<file path="config.mk">
export PLATFORM = sky130hd
export DESIGN_NAME = vga_timing_gen
export DESIGN_NICKNAME = d
export VERILOG_FILES = /design/src/rtl/vga_timing_gen.sv
export SDC_FILE = /design/constraint.sdc
export NUM_CORES = 1
export LEC_CHECK = 0
export ABC_CLOCK_PERIOD_IN_PS = 6200
export BUFFER_PORTS_ARGS = -buffer_cell sky130_fd_sc_hd__buf_2
export CORE_MARGIN = 2
export CORE_UTILIZATION = 30
export DETAILED_ROUTE_END_ITERATION = 8
export GPL_TIMING_DRIVEN = 1
export SLEW_MARGIN = 10
export SYNTH_ARGS = -nofsm -noshare
export SYNTH_HDL_FRONTEND = slang
export SYNTH_SLANG_ARGS = --single-unit
</file>
<file path="constraint.sdc">
create_clock -name clk25 -period 6.2 [get_ports clk25]
set_input_delay 0 -clock clk25 [delete_from_list [all_inputs] [get_ports clk25]]
set_output_delay 0 -clock clk25 [all_outputs]
set_load 0.02 [all_outputs]
</file>
<file path="src/rtl/vga_timing_gen.sv">
// VGA raster timing source: free-running pixel/line counters, visible-area decode,
// and a single output register stage for blanked colour plus hsync/vsync.
module vga_timing_gen #(
    parameter int   H_VISIBLE   = 640,
    parameter int   H_FRONT     = 16,
    parameter int   H_SYNC      = 96,
    parameter int   H_BACK      = 48,
    parameter int   V_VISIBLE   = 480,
    parameter int   V_FRONT     = 10,
    parameter int   V_SYNC      = 2,
    parameter int   V_BACK      = 33,
    parameter logic SYNC_ACTIVE = 1'b0
) (
    input  logic       clk25,
    input  logic       Reset,
    output logic [9:0] xpos,
    output logic [9:0] ypos,
    output logic       visible,
    output logic       frame_end,
    input  logic [2:0] red_in,
    input  logic [2:0] green_in,
    input  logic [1:0] blue_in,
    output logic [2:0] vga_red,
    output logic [2:0] vga_green,
    output logic [1:0] vga_blue,
    output logic       hsync,
    output logic       vsync
);

    localparam int H_TOTAL = H_VISIBLE + H_FRONT + H_SYNC + H_BACK;
    localparam int V_TOTAL = V_VISIBLE + V_FRONT + V_SYNC + V_BACK;

    localparam logic [9:0] H_LAST     = 10'(H_TOTAL - 1);
    localparam logic [9:0] V_LAST     = 10'(V_TOTAL - 1);
    localparam logic [9:0] H_VIS      = 10'(H_VISIBLE);
    localparam logic [9:0] V_VIS      = 10'(V_VISIBLE);
    localparam logic [9:0] HS_FIRST   = 10'(H_VISIBLE + H_FRONT);
    localparam logic [9:0] HS_LAST    = 10'(H_VISIBLE + H_FRONT + H_SYNC - 1);
    localparam logic [9:0] VS_FIRST   = 10'(V_VISIBLE + V_FRONT);
    localparam logic [9:0] VS_LAST    = 10'(V_VISIBLE + V_FRONT + V_SYNC - 1);

    logic [9:0] x_q, x_d;
    logic [9:0] y_q, y_d;
    logic       frame_end_q, frame_end_d;
    logic [2:0] red_q, red_d;
    logic [2:0] green_q, green_d;
    logic [1:0] blue_q, blue_d;
    logic       hsync_q, hsync_d;
    logic       vsync_q, vsync_d;
    logic       visible_s;

    // Next-state counters, visible decode and the values the output stage samples
    always_comb begin
        x_d         = x_q;
        y_d         = y_q;
        frame_end_d = 1'b0;
        red_d       = 3'd0;
        green_d     = 3'd0;
        blue_d      = 2'd0;
        hsync_d     = ~SYNC_ACTIVE;
        vsync_d     = ~SYNC_ACTIVE;

        if (x_q == H_LAST) begin
            x_d = 10'd0;
            if (y_q == V_LAST) begin
                y_d = 10'd0;
            end else begin
                y_d = y_q + 10'd1;
            end
        end else begin
            x_d = x_q + 10'd1;
            y_d = y_q;
        end

        // Registered off the next counter values so it lines up with (0, V_VISIBLE)
        frame_end_d = (x_d == 10'd0) && (y_d == V_VIS);

        visible_s = (x_q < H_VIS) && (y_q < V_VIS);

        if (visible_s) begin
            red_d   = red_in;
            green_d = green_in;
            blue_d  = blue_in;
        end else begin
            red_d   = 3'd0;
            green_d = 3'd0;
            blue_d  = 2'd0;
        end

        if ((x_q >= HS_FIRST) && (x_q <= HS_LAST)) begin
            hsync_d = SYNC_ACTIVE;
        end else begin
            hsync_d = ~SYNC_ACTIVE;
        end

        if ((y_q >= VS_FIRST) && (y_q <= VS_LAST)) begin
            vsync_d = SYNC_ACTIVE;
        end else begin
            vsync_d = ~SYNC_ACTIVE;
        end
    end

    // Counter, frame marker and pin registers
    always_ff @(posedge clk25 or negedge Reset) begin
        if (!Reset) begin
            x_q         <= 10'd0;
            y_q         <= 10'd0;
            frame_end_q <= 1'b0;
            red_q       <= 3'd0;
            green_q     <= 3'd0;
            blue_q      <= 2'd0;
            hsync_q     <= ~SYNC_ACTIVE;
            vsync_q     <= ~SYNC_ACTIVE;
        end else begin
            x_q         <= x_d;
            y_q         <= y_d;
            frame_end_q <= frame_end_d;
            red_q       <= red_d;
            green_q     <= green_d;
            blue_q      <= blue_d;
            hsync_q     <= hsync_d;
            vsync_q     <= vsync_d;
        end
    end

    assign xpos      = x_q;
    assign ypos      = y_q;
    assign visible   = visible_s;
    assign frame_end = frame_end_q;
    assign vga_red   = red_q;
    assign vga_green = green_q;
    assign vga_blue  = blue_q;
    assign hsync     = hsync_q;
    assign vsync     = vsync_q;

endmodule

</file>
; ---- Yosys cells after proc, flatten, opt, wreduce, memory -nomap -nowiden
; Index checks and enable logic that the tools add are counted.
[classes]
n_lt_le_gt_ge = 6
n_addsub = 2
muxes = 8
n_eq_ne = 3
reduce_logical = 5
[ops]
columns = cell, count
row1 = $mux 10, 3
row2 = $add 10x1->10 const B, 2
row3 = $eq 10x10->1 const B, 2
row4 = $eq 10x9->1 const B, 1
row5 = $ge 10x10->1 const B, 1
row6 = $ge 10x9->1 const B, 1
row7 = $le 10x10->1 const B, 1
row8 = $le 10x9->1 const B, 1
row9 = $logic_not 10->1, 1
row10 = $lt 10x10->1 const B, 1
row11 = $lt 10x9->1 const B, 1
row12 = $mux 3, 2
row13 = $logic_and 1x1->1, 4
row14 = $mux 1, 2
row15 = $mux 2, 1
[word_totals]
in_bits = 10
out_inout_bits = 32
register_bits = 31
wordCells = 32

; ---- Logic depth before layout (Yosys ltp)
; Gate-level depths: netlist of the first run.
[depth]
ltp_word = 5
mapped_depth = 8
depth_no_buf = 8

; ---- Least setup slack after synthesis of the first run
; Ideal clock, no wire load.
[synth_path]
path_type = register -> register
start = register x_q[0] (netlist: xpos[0])
end = register frame_end_q (netlist: frame_end)
setup_time_ns = 0.096
slack_ns = 3.822
n_path_buf = 1
synth_period_minus_slack_ns = 2.378
path_stages_with_launch = 9
arrival_ns = 2.282
required_ns = 6.104
path_cell_list = dfrtp_1 ha_1 and4_4 and3_1 buf_4 a21oi_1 a211o_1 or4b_1 nor4_2
[synth_between]
elab_chain_len = 4
elab_cells_between_ends = 7
cone_classes = 1 x add/sub / 2 x eq/ne / 2 x mux / 2 x reduce/logical
[synth_rtl]
columns = element, line_no
row1 = "start, declared", 42  ; logic [9:0] x_q, x_d;
row2 = "start signal, assigned", 106  ; x_q <= 10'd0;
row3 = "start signal, assigned", 115  ; x_q <= x_d;
row4 = $add 10x1->10 or $eq 10x10->1 (tied branches), "71, 63"
row5 = $mux 10 *, 63  ; if (x_q == H_LAST) begin
row6 = net x_d[9], 42
row7 = $logic_not 10->1 *, 76  ; frame_end_d = (x_d == 10'd0) && (y_d == V_VIS);
row8 = $logic_and 1x1->1 *, 76
row9 = net frame_end_d, 44  ; logic frame_end_q, frame_end_d;
row10 = "end signal, assigned", 117  ; frame_end_q <= frame_end_d;
row11 = "end, declared", 44
; The timed path passes the listed nets; every way through them passes the cells marked *.

; ---- Final worst setup path of the first run
; Same ends and word-level chain as after synthesis.

==> PnR_summary.wiki, run 1 <==
{| class="wikitable"
! Metric !! Value
|-
| Status || completed
|-
| Pin count of the biggest net entering global routing || 32
|-
| Die footprint || 6220 um2
|-
| Final RePlAce weighted congestion || 0.8587
|-
| Die extent in x || 78.87 um
|-
| Unrepaired setup endpoints after global routing || false
|-
| Clock insertion delay at the later pin of the skew report || 0.29 ns
|-
| DRT iter0 DRCs || 147
|-
| Number of clock sinks || 31
|-
| Share of Yosys cell area claimed by the top area cell type || 43.15%
|-
| Met2 Track Usage GR || 19.91%
|-
| Share of flip-flops with an asynchronous set or reset after synthesis || 100.0%
|-
| Critical path start-end classification || reg2reg
|-
| Buffers on Ports || 41
|-
| DRC || 0
|-
| Worst relative slew slack || 54.73%
|-
| Cells after synthesis || 166
|-
| Static Leakage || 0.9423 nW
|-
| Hold Violations, Final || 0
|-
| Cell taking the most area after synthesis || sky130_fd_sc_hd__dfrtp_1
|-
| Maximum fanout along the worst path || 16
|-
| Crit. End Element || register
|-
| Synthesized Nets || 182
|-
| Clock network power share || 48.5%
|-
| Register area share after synthesis || 46.28%
|-
| CTS root buf || sky130_fd_sc_hd__clkbuf_8
|-
| Register clock-pin slew on the reported worst setup and hold paths || 0.08 ns
|-
| Per-cell routed wire length || 13.02 um
|-
| Commonest register cell after synthesis || sky130_fd_sc_hd__dfrtp_1
|-
| Vias in the first global route || 1286
|-
| Portion of total power attributed to sequential cells || 47.3%
|-
| Die extent in y || 78.87 um
|-
| Layout-stage area growth over the synthesis result || 25.89%
|-
| Maximum frequency from static timing analysis || 369.1 MHz
|-
| CTS Buf Count || 5
|-
| First-pass GRT wire length || 6.272 mm
|-
| Vias || 1368
|-
| CTS H-tree lvls || 2
|-
| MaxCap Viol Count || 0
|-
| Starting density of the core || 30.73%
|-
| Relative contribution of combinational cells to total power || 4.2%
|-
| Layout cells sized above 1 || 28.04%
|-
| Top Ports || 42
|-
| Met1 capacity usage during global routing || 17.16%
|-
| Number of inserted filler cells in the final layout || 547
|-
| Diode insertion count for antenna repair || 0
|-
| Total wire length after detailed routing || 3.725 mm
|-
| Internal power summed over all cells || 343.5 uW
|-
| Cell types with the highest counts after synthesis || 29 x sky130_fd_sc_hd__dfrtp_1, 12 x sky130_fd_sc_hd__nor2_1, 12 x sky130_fd_sc_hd__xnor2_1
|-
| Mean Syn Cell Area || 10.13 um2
|-
| #FFs+latches synth || 31
|-
| Power per unit of standard cell area || 205.3 nW/um2
|-
| ANT nets after route || 0
|-
| Total Routing Usage GR || 13.04%
|-
| Maximum number of buffers from clock root to sink || 2
|-
| Crit path arrival time || 2.91 ns
|-
| Setup TNS after final layout || 0 ns
|-
| Largest vdd supply drop || 92.20 uV
|-
| Crit share post-route || 43.70%
|-
| Avg Vias per Cell || 4.783
|-
| Cell types with the largest area share after synthesis || sky130_fd_sc_hd__dfrtp_1 43%, sky130_fd_sc_hd__xnor2_1 6.2%, sky130_fd_sc_hd__ha_1 4.5%, sky130_fd_sc_hd__dfstp_2 3.1%, sky130_fd_sc_hd__and2_1 3.0%
|-
| Rows || 27
|-
| Antenna violations before repair || 0
|-
| Switch Pwr || 91.10 uW
|-
| Estimated wirelength of the detail-placed design || 2.581 mm
|-
| Number of enable flip-flop cells after synthesis || 0
|-
| Global-route layer with the greatest usage || met2
|-
| Placed cell count || 269
|-
| GRT met3 Usage || 3.523%
|-
| Startpoint kind of the worst setup timing path || register
|-
| Required @ worst endpoint || 6.40 ns
|-
| Path category of the worst min-delay check || in2async
|-
| Final cell count without fillers || 286
|-
| Count leader, synth || sky130_fd_sc_hd__dfrtp_1
|-
| Switching part of the total || 20.96%
|-
| TritonCTS clock tree || yes
|-
| Slew of the pin with the lowest slew margin || 0.6790 ns
|-
| Post-CTS setup buffers || 0
|-
| Fin Clk Skew || 0.01036 ns
|-
| Number of unique standard cell types used by synthesis || 45
|-
| Placeable core region || 5473 um2
|-
| Final-report setup violation count || 0
|-
| Final critical-path required period || 2.710 ns
|-
| Synth Cell Area || 1682 um2
|-
| Total count of max-transition violations in the final report || 0
|-
| Number of nets in the finished design || 229
|-
| Global route overflow || 0
|-
| Initial DRT Pass Iterations || 4
|-
| Number of warnings reported in the yosys synthesis log || 0
|}
placed cells by master (no fill, tap or decap), drive strengths merged, types with 2 or more instances in the layout:
cell type	n
dlygate4sd3	9
nor2	14
a32oi	2
xor2	2
buf	41
and3	3
a21oi	6
dfstp	2
and2	8
nor3	3
xnor2	12
nand3	8
nand2	11
dfrtp	29
o21ai	8
nand4	8
a31oi	5
clkbuf	6
or3	2
ha	6
nor4	3
inv	8
o31ai	2
cell families (layout without fill, tap and decap cells):
kind of cell    Yosys count  count (layout)  synth area share [%]
simple gates             67              67                 24.11
mux                       2               2                 1.265
compound gates           28              28                 10.79
buf+inv                  18              66                 5.803
xor+xnor                 14              14                 7.292
fa+ha+maj                 6               6                 4.464
flops                    31              31                 46.28
per-layer routing:
| metal | share of wire, % | up-vias |
|---|---|---|
| met4 | 2.1 | 0 |
| met2 | 46 | 43 |
| met1 | 47 | 643 |
| met5 | 0 | - |
| met3 | 4.8 | 6 |
| li1 | - | 676 |
state kept, by name, summed over array words and instances (netlist names):
signal	count
frame_end	1
hsync	1
vga_blue	2
vga_green	3
vga_red	3
vsync	1
xpos	10
ypos	10
worst paths after layout:
| kind | startpoint | to | slack [ns] | cells past startpoint |
|---|---|---|---|---|
| worst max-delay path | xpos[0]$_DFF_PN0_ | frame_end$_DFF_PN0_ | 3.49 | 7 |
| worst min-delay path | Reset | ypos[6]$_DFF_PN0_ | 0.27 | 2 |
| worst max register to register | xpos[0]$_DFF_PN0_ | frame_end$_DFF_PN0_ | 3.49 | 7 |
| worst min register to register | xpos[0]$_DFF_PN0_ | xpos[0]$_DFF_PN0_ | 0.59 | 1 |
| max in group asynchronous | Reset | xpos[4]$_DFF_PN0_ | 5.47 | 2 |
| min in group clk25 | red_in[0] | vga_red[0]$_DFF_PN0_ | 0.45 | 3 |
what timing repair did:
item,4_1_cts,5_1_grt
hold buffers,9,0
resized for setup,0,0
endpoints found under the hold margin,37,0
critical path, cell delays in order, from the launching register on:
cell	delay, ns
sky130_fd_sc_hd__dfrtp_1	0.47
sky130_fd_sc_hd__ha_1	0.32
sky130_fd_sc_hd__and4_4	0.26
sky130_fd_sc_hd__and3_1	0.51
sky130_fd_sc_hd__a21oi_1	0.08
sky130_fd_sc_hd__a211o_1	0.32
sky130_fd_sc_hd__or4b_1	0.52
sky130_fd_sc_hd__nor4_2	0.13
power groups by stage:
| stage | clock, mW | combinational [mW] | sequential, mW |
|---|---|---|---|
| 6_report | 0.211 | 0.0184 | 0.206 |
| 5_1_grt | 0.226 | 0.0206 | 0.206 |
| 4_1_cts | 0.216 | 0.0190 | 0.205 |
| 3_5_place_dp | 0 | 0.0148 | 0.209 |
| 3_3_place_gp | 0 | 0.0147 | 0.209 |
| 2_1_floorplan | 0 | 0.00166 | 0.213 |
layout make-up:
class	count	area, um2	area share (%)
clock buffers	6	82.58	3.901
flip-flops and latches	31	778.2	36.76
well taps	72	90.09	4.255
clock inverters	2	35.03	1.655
repair buffers	50	295.3	13.95
inverters	8	30.03	1.418
multi-input cells	117	805.8	38.06
stage by stage:
step | hold WS, ns | worst slack [ns] | util (%) | power [mW] | area [um2]
after floorplan | -0.2956 | 3.822 | - | 0.2146 | 1682
after global placement | 0.09433 | 3.599 | 34.89 | 0.2238 | 1909
after detailed placement | 0.09702 | 3.496 | 34.89 | 0.2240 | 1909
after CTS | 0.3121 | 3.480 | 38.68 | 0.4407 | 2117
after global routing | 0.3651 | 3.306 | 38.68 | 0.4526 | 2117
final | 0.2743 | 3.490 | 38.68 | 0.4346 | 2117
(Power assumes the default switching activity.)
==> run 2, diff against run 1 <==
ABC_AREA = 1   (was default)
ABC_CLOCK_PERIOD_IN_PS = 2700   (was 6200)
clock period = 2.7 ns   (was 6.2 ns; I/O delays follow)
==> run 2 against run 1 <==
Compared with the run above:
- synthesized cell count is 42% higher
- fmax up 41%
- largest power group is now sequential cells
- via count grew 21%
- count of clock-buffer cells in the layout down 1
- design area is 3.7% higher
- sequential cell count unchanged
- first-iteration DRC count down 35%
- register-to-register slack lost 2.7 ns
==> PnR_summary.wiki, run 2 <==
{| class="wikitable"
! Metric !! Value
|-
| Commonest register cell after synthesis || sky130_fd_sc_hd__dfrtp_1
|-
| Final RePlAce weighted congestion || 0.8866 (+3.2%)
|-
| Layout-stage area growth over the synthesis result || 25.18%
|-
| Placeable core region || 5574 um2 (+1.9%)
|-
| Maximum frequency from static timing analysis || 520.6 MHz (+41%)
|-
| Per-cell routed wire length || 11.85 um (-9.0%)
|-
| Die extent in y || 80.47 um (+2.0%)
|-
| Total count of max-transition violations in the final report || 0 (unchanged)
|-
| Worst relative slew slack || 52.86% (-1.9 points)
|-
| Total wire length after detailed routing || 4.302 mm (+15%)
|-
| Unrepaired setup endpoints after global routing || false
|-
| Buffers on Ports || 41 (unchanged)
|-
| Global route overflow || 0 (unchanged)
|-
| Most common library cell in the layout ignoring fill and taps || sky130_fd_sc_hd__nand2_1
|-
| #FFs+latches synth || 31 (unchanged)
|-
| Number of unique standard cell types used by synthesis || 24 (-47%)
|-
| Share of Yosys cell area claimed by the top area cell type || 41.37% (-1.8 points)
|-
| Cell types with the largest area share after synthesis || sky130_fd_sc_hd__dfrtp_1 41%, sky130_fd_sc_hd__nand2_1 12%, sky130_fd_sc_hd__inv_1 9.4%, sky130_fd_sc_hd__nor2_1 7.3%, sky130_fd_sc_hd__nand3_1 6.0%
|-
| Finished Cell Area || 2196 um2 (+3.7%)
|-
| Antenna violations before repair || 0 (unchanged)
|-
| Share of flip-flops with an asynchronous set or reset after synthesis || 100.0% (unchanged)
|-
| Instance area at placement || 2022 um2 (+5.9%)
|-
| Fin Hold WS || 0.3034 ns (+0.02906 ns)
|-
| Clock insertion delay at the later pin of the skew report || 0.28 ns (about the same)
|-
| Static Leakage || 1.246 nW (+32%)
|-
| Total Power Consumption || 871.4 uW (+100%)
|-
| Top Ports || 42 (unchanged)
|-
| Crit share post-route || 71.14% (+27 points)
|-
| Register clock-pin slew on the reported worst setup and hold paths || 0.07 ns (about the same)
|-
| Critical path start-end classification || reg2reg
|-
| Power per unit of standard cell area || 396.8 nW/um2 (+93%)
|-
| Rows || 27 (unchanged)
|-
| First-pass GRT wire length || 7.293 mm (+16%)
|-
| Starting density of the core || 31.47% (+0.74 points)
|-
| Setup TNS after final layout || 0 ns (unchanged)
|-
| Number of nets in the finished design || 306 (+34%)
|-
| Number of inserted filler cells in the final layout || 595 (+8.8%)
|-
| ANT nets after route || 0 (unchanged)
|-
| Largest vdd supply drop || 246.5 uV (+170%)
|-
| Cell types with the highest counts after synthesis || 57 x sky130_fd_sc_hd__nand2_1, 44 x sky130_fd_sc_hd__inv_1, 34 x sky130_fd_sc_hd__nor2_1
|-
| Pin count of the biggest net entering global routing || 32 (unchanged)
|-
| Number of clock sinks || 31 (unchanged)
|-
| Required @ worst endpoint || 2.92 ns (-3.48 ns)
|-
| DRT iter0 DRCs || 96 (-35%)
|-
| Startpoint kind of the worst setup timing path || register
|-
| DRC || 0 (unchanged)
|-
| Post-CTS setup buffers || 0 (unchanged)
|-
| MaxCap Viol Count || 0 (unchanged)
|-
| Commonest non-fill, non-tap cells in the layout || 57 x sky130_fd_sc_hd__nand2_1, 44 x sky130_fd_sc_hd__inv_1, 41 x sky130_fd_sc_hd__buf_2
|-
| Maximum fanout along the worst path || 11 (-5)
|-
| Die extent in x || 80.47 um (+2.0%)
|-
| Status || completed
|-
| Total Routing Usage GR || 14.63% (+1.6 points)
|-
| Crit path arrival time || 2.14 ns (-0.77 ns)
|-
| Number of warnings reported in the yosys synthesis log || 0 (unchanged)
|-
| Vias || 1652 (+21%)
|-
| Die footprint || 6475 um2 (+4.1%)
|-
| Fin Clk Skew || 0.006462 ns (-0.003898 ns)
|-
| Count leader, synth || sky130_fd_sc_hd__nand2_1
|-
| CTS Buf Count || 5 (unchanged)
|-
| CTS H-tree lvls || 2 (unchanged)
|-
| Synth Cell Area || 1754 um2 (+4.3%)
|-
| Avg Vias per Cell || 4.551 (-4.9%)
|-
| Synthesized Nets || 252 (+38%)
|-
| Slew of the pin with the lowest slew margin || 0.7071 ns (+0.02808 ns)
|-
| Maximum number of buffers from clock root to sink || 2 (unchanged)
|-
| Mean Syn Cell Area || 7.433 um2 (-27%)
|-
| Crit. End Element || register
|-
| Fin util || 39.39% (+0.71 points)
|-
| Path category of the worst min-delay check || in2async
|-
| Cells after synthesis || 236 (+42%)
|-
| Worst R2R Path Depth || 11 (+4)
|-
| Cell taking the most area after synthesis || sky130_fd_sc_hd__dfrtp_1
|-
| Diode insertion count for antenna repair || 0 (unchanged)
|-
| Vias in the first global route || 1543 (+20%)
|-
| Final critical-path required period || 1.921 ns (-0.7889 ns)
|-
| Estimated wirelength of the detail-placed design || 3.105 mm (+20%)
|-
| Final-report setup violation count || 0 (unchanged)
|-
| Hold Violations, Final || 0 (unchanged)
|-
| Initial DRT Pass Iterations || 4 (unchanged)
|-
| Number of enable flip-flop cells after synthesis || 0 (unchanged)
|-
| Register area share after synthesis || 44.37% (-1.9 points)
|-
| CTS root buf || sky130_fd_sc_hd__clkbuf_8
|-
| TritonCTS clock tree || yes
|-
| Layout cells sized above 1 || 23.71% (-4.3 points)
|}
[run 2: changes by cell type after synthesis, moves of 3 or more]
cell,previous run,this run
sky130_fd_sc_hd__nand3_1,8,21
sky130_fd_sc_hd__a31oi_1,5,0
sky130_fd_sc_hd__and3_1,3,0
sky130_fd_sc_hd__nor2_1,12,34
sky130_fd_sc_hd__buf_2,4,1
sky130_fd_sc_hd__xnor2_1,12,0
sky130_fd_sc_hd__inv_2,0,4
sky130_fd_sc_hd__nand3_2,0,3
sky130_fd_sc_hd__a21oi_1,6,2
sky130_fd_sc_hd__nand2_2,0,5
sky130_fd_sc_hd__inv_1,8,44
sky130_fd_sc_hd__o21ai_0,7,4
sky130_fd_sc_hd__nand2_1,11,57
sky130_fd_sc_hd__and2_1,8,0
[run 2: final cells by class]
cell class / instances / area [um2] / area share [%]
clock buffers: 5 / 68.82 / 3.134
clock inverters: 3 / 15.01 / 0.6838
inverters: 49 / 183.9 / 8.376
multi-input cells: 153 / 764.5 / 34.81
flip-flops and latches: 31 / 778.2 / 35.44
well taps: 72 / 90.09 / 4.103
repair buffers: 50 / 295.3 / 13.45
[run 2: final timing paths]
| kind | from | to | slack, ns |
|---|---|---|---|
| hold / removal | Reset | frame_end$_DFF_PN0_ | 0.30 |
| setup reg to reg | xpos[0]$_DFF_PN0_ | frame_end$_DFF_PN0_ | 0.78 |
| max in group asynchronous | Reset | xpos[3]$_DFF_PN0_ | 1.95 |
| hold reg to reg | ypos[9]$_DFF_PN0_ | vsync$_DFF_PN1_ | 0.63 |
| min in group clk25 | blue_in[0] | vga_blue[0]$_DFF_PN0_ | 0.47 |
| setup / recovery | xpos[0]$_DFF_PN0_ | frame_end$_DFF_PN0_ | 0.78 |
[run 2: cells by family (layout without fill, tap and decap cells)]
kind of cell | Yosys count | after routing | synth area share (%)
and+or+nand+nor | 135 | 135 | 34.74
buffers and inverters | 52 | 107 | 12.05
DFF | 31 | 31 | 44.37
AOI/OAI and AO/OA | 9 | 9 | 3.068
adders and majority gates | 6 | 6 | 4.279
xor gates and xnor gates | 3 | 3 | 1.498
[run 2: per-layer routing]
layer	share of wire (%)	GRT usage (%)	vias to the layer above
li1	-	-	826
met1	46	19.69	757
met2	47	23.00	58
met3	5.4	3.371	11
met4	2.0	5.085	0
met5	0	0	-
[run 2: critical path, cell delays in order, from the launching register on]
cell	delay (ns)
sky130_fd_sc_hd__dfrtp_1	0.45
sky130_fd_sc_hd__ha_1	0.21
sky130_fd_sc_hd__nand2_2	0.09
sky130_fd_sc_hd__inv_2	0.08
sky130_fd_sc_hd__nand2_2	0.06
sky130_fd_sc_hd__nor2_2	0.37
sky130_fd_sc_hd__nand4_1	0.13
sky130_fd_sc_hd__nand2_1	0.13
sky130_fd_sc_hd__nand2_1	0.06
sky130_fd_sc_hd__nor2_1	0.09
sky130_fd_sc_hd__nand3_1	0.08
sky130_fd_sc_hd__nor2_1	0.10
[run 2: power by group]
part,leakage [nW],switching (mW),internal (mW)
combinational,0.805,0.0258,0.0196
sequential,0.393,0.00151,0.470
clock,0.0477,0.178,0.176
total,1.25,0.205,0.666
[run 2: what timing repair did]
item	4_1_cts	5_1_grt
hold buffers	9	0
gates resized for setup	0	0
endpoints found under the hold margin	37	0
endpoints found under the setup margin	0	0
[run 2: stage by stage]
stage               setup slack (ns)  instances
global route                  0.5999        363
global placement              0.8405        346
CTS                           0.8025        363
finish                        0.7793        363
floorplan                     0.9757        236
detailed placement            0.8278        346
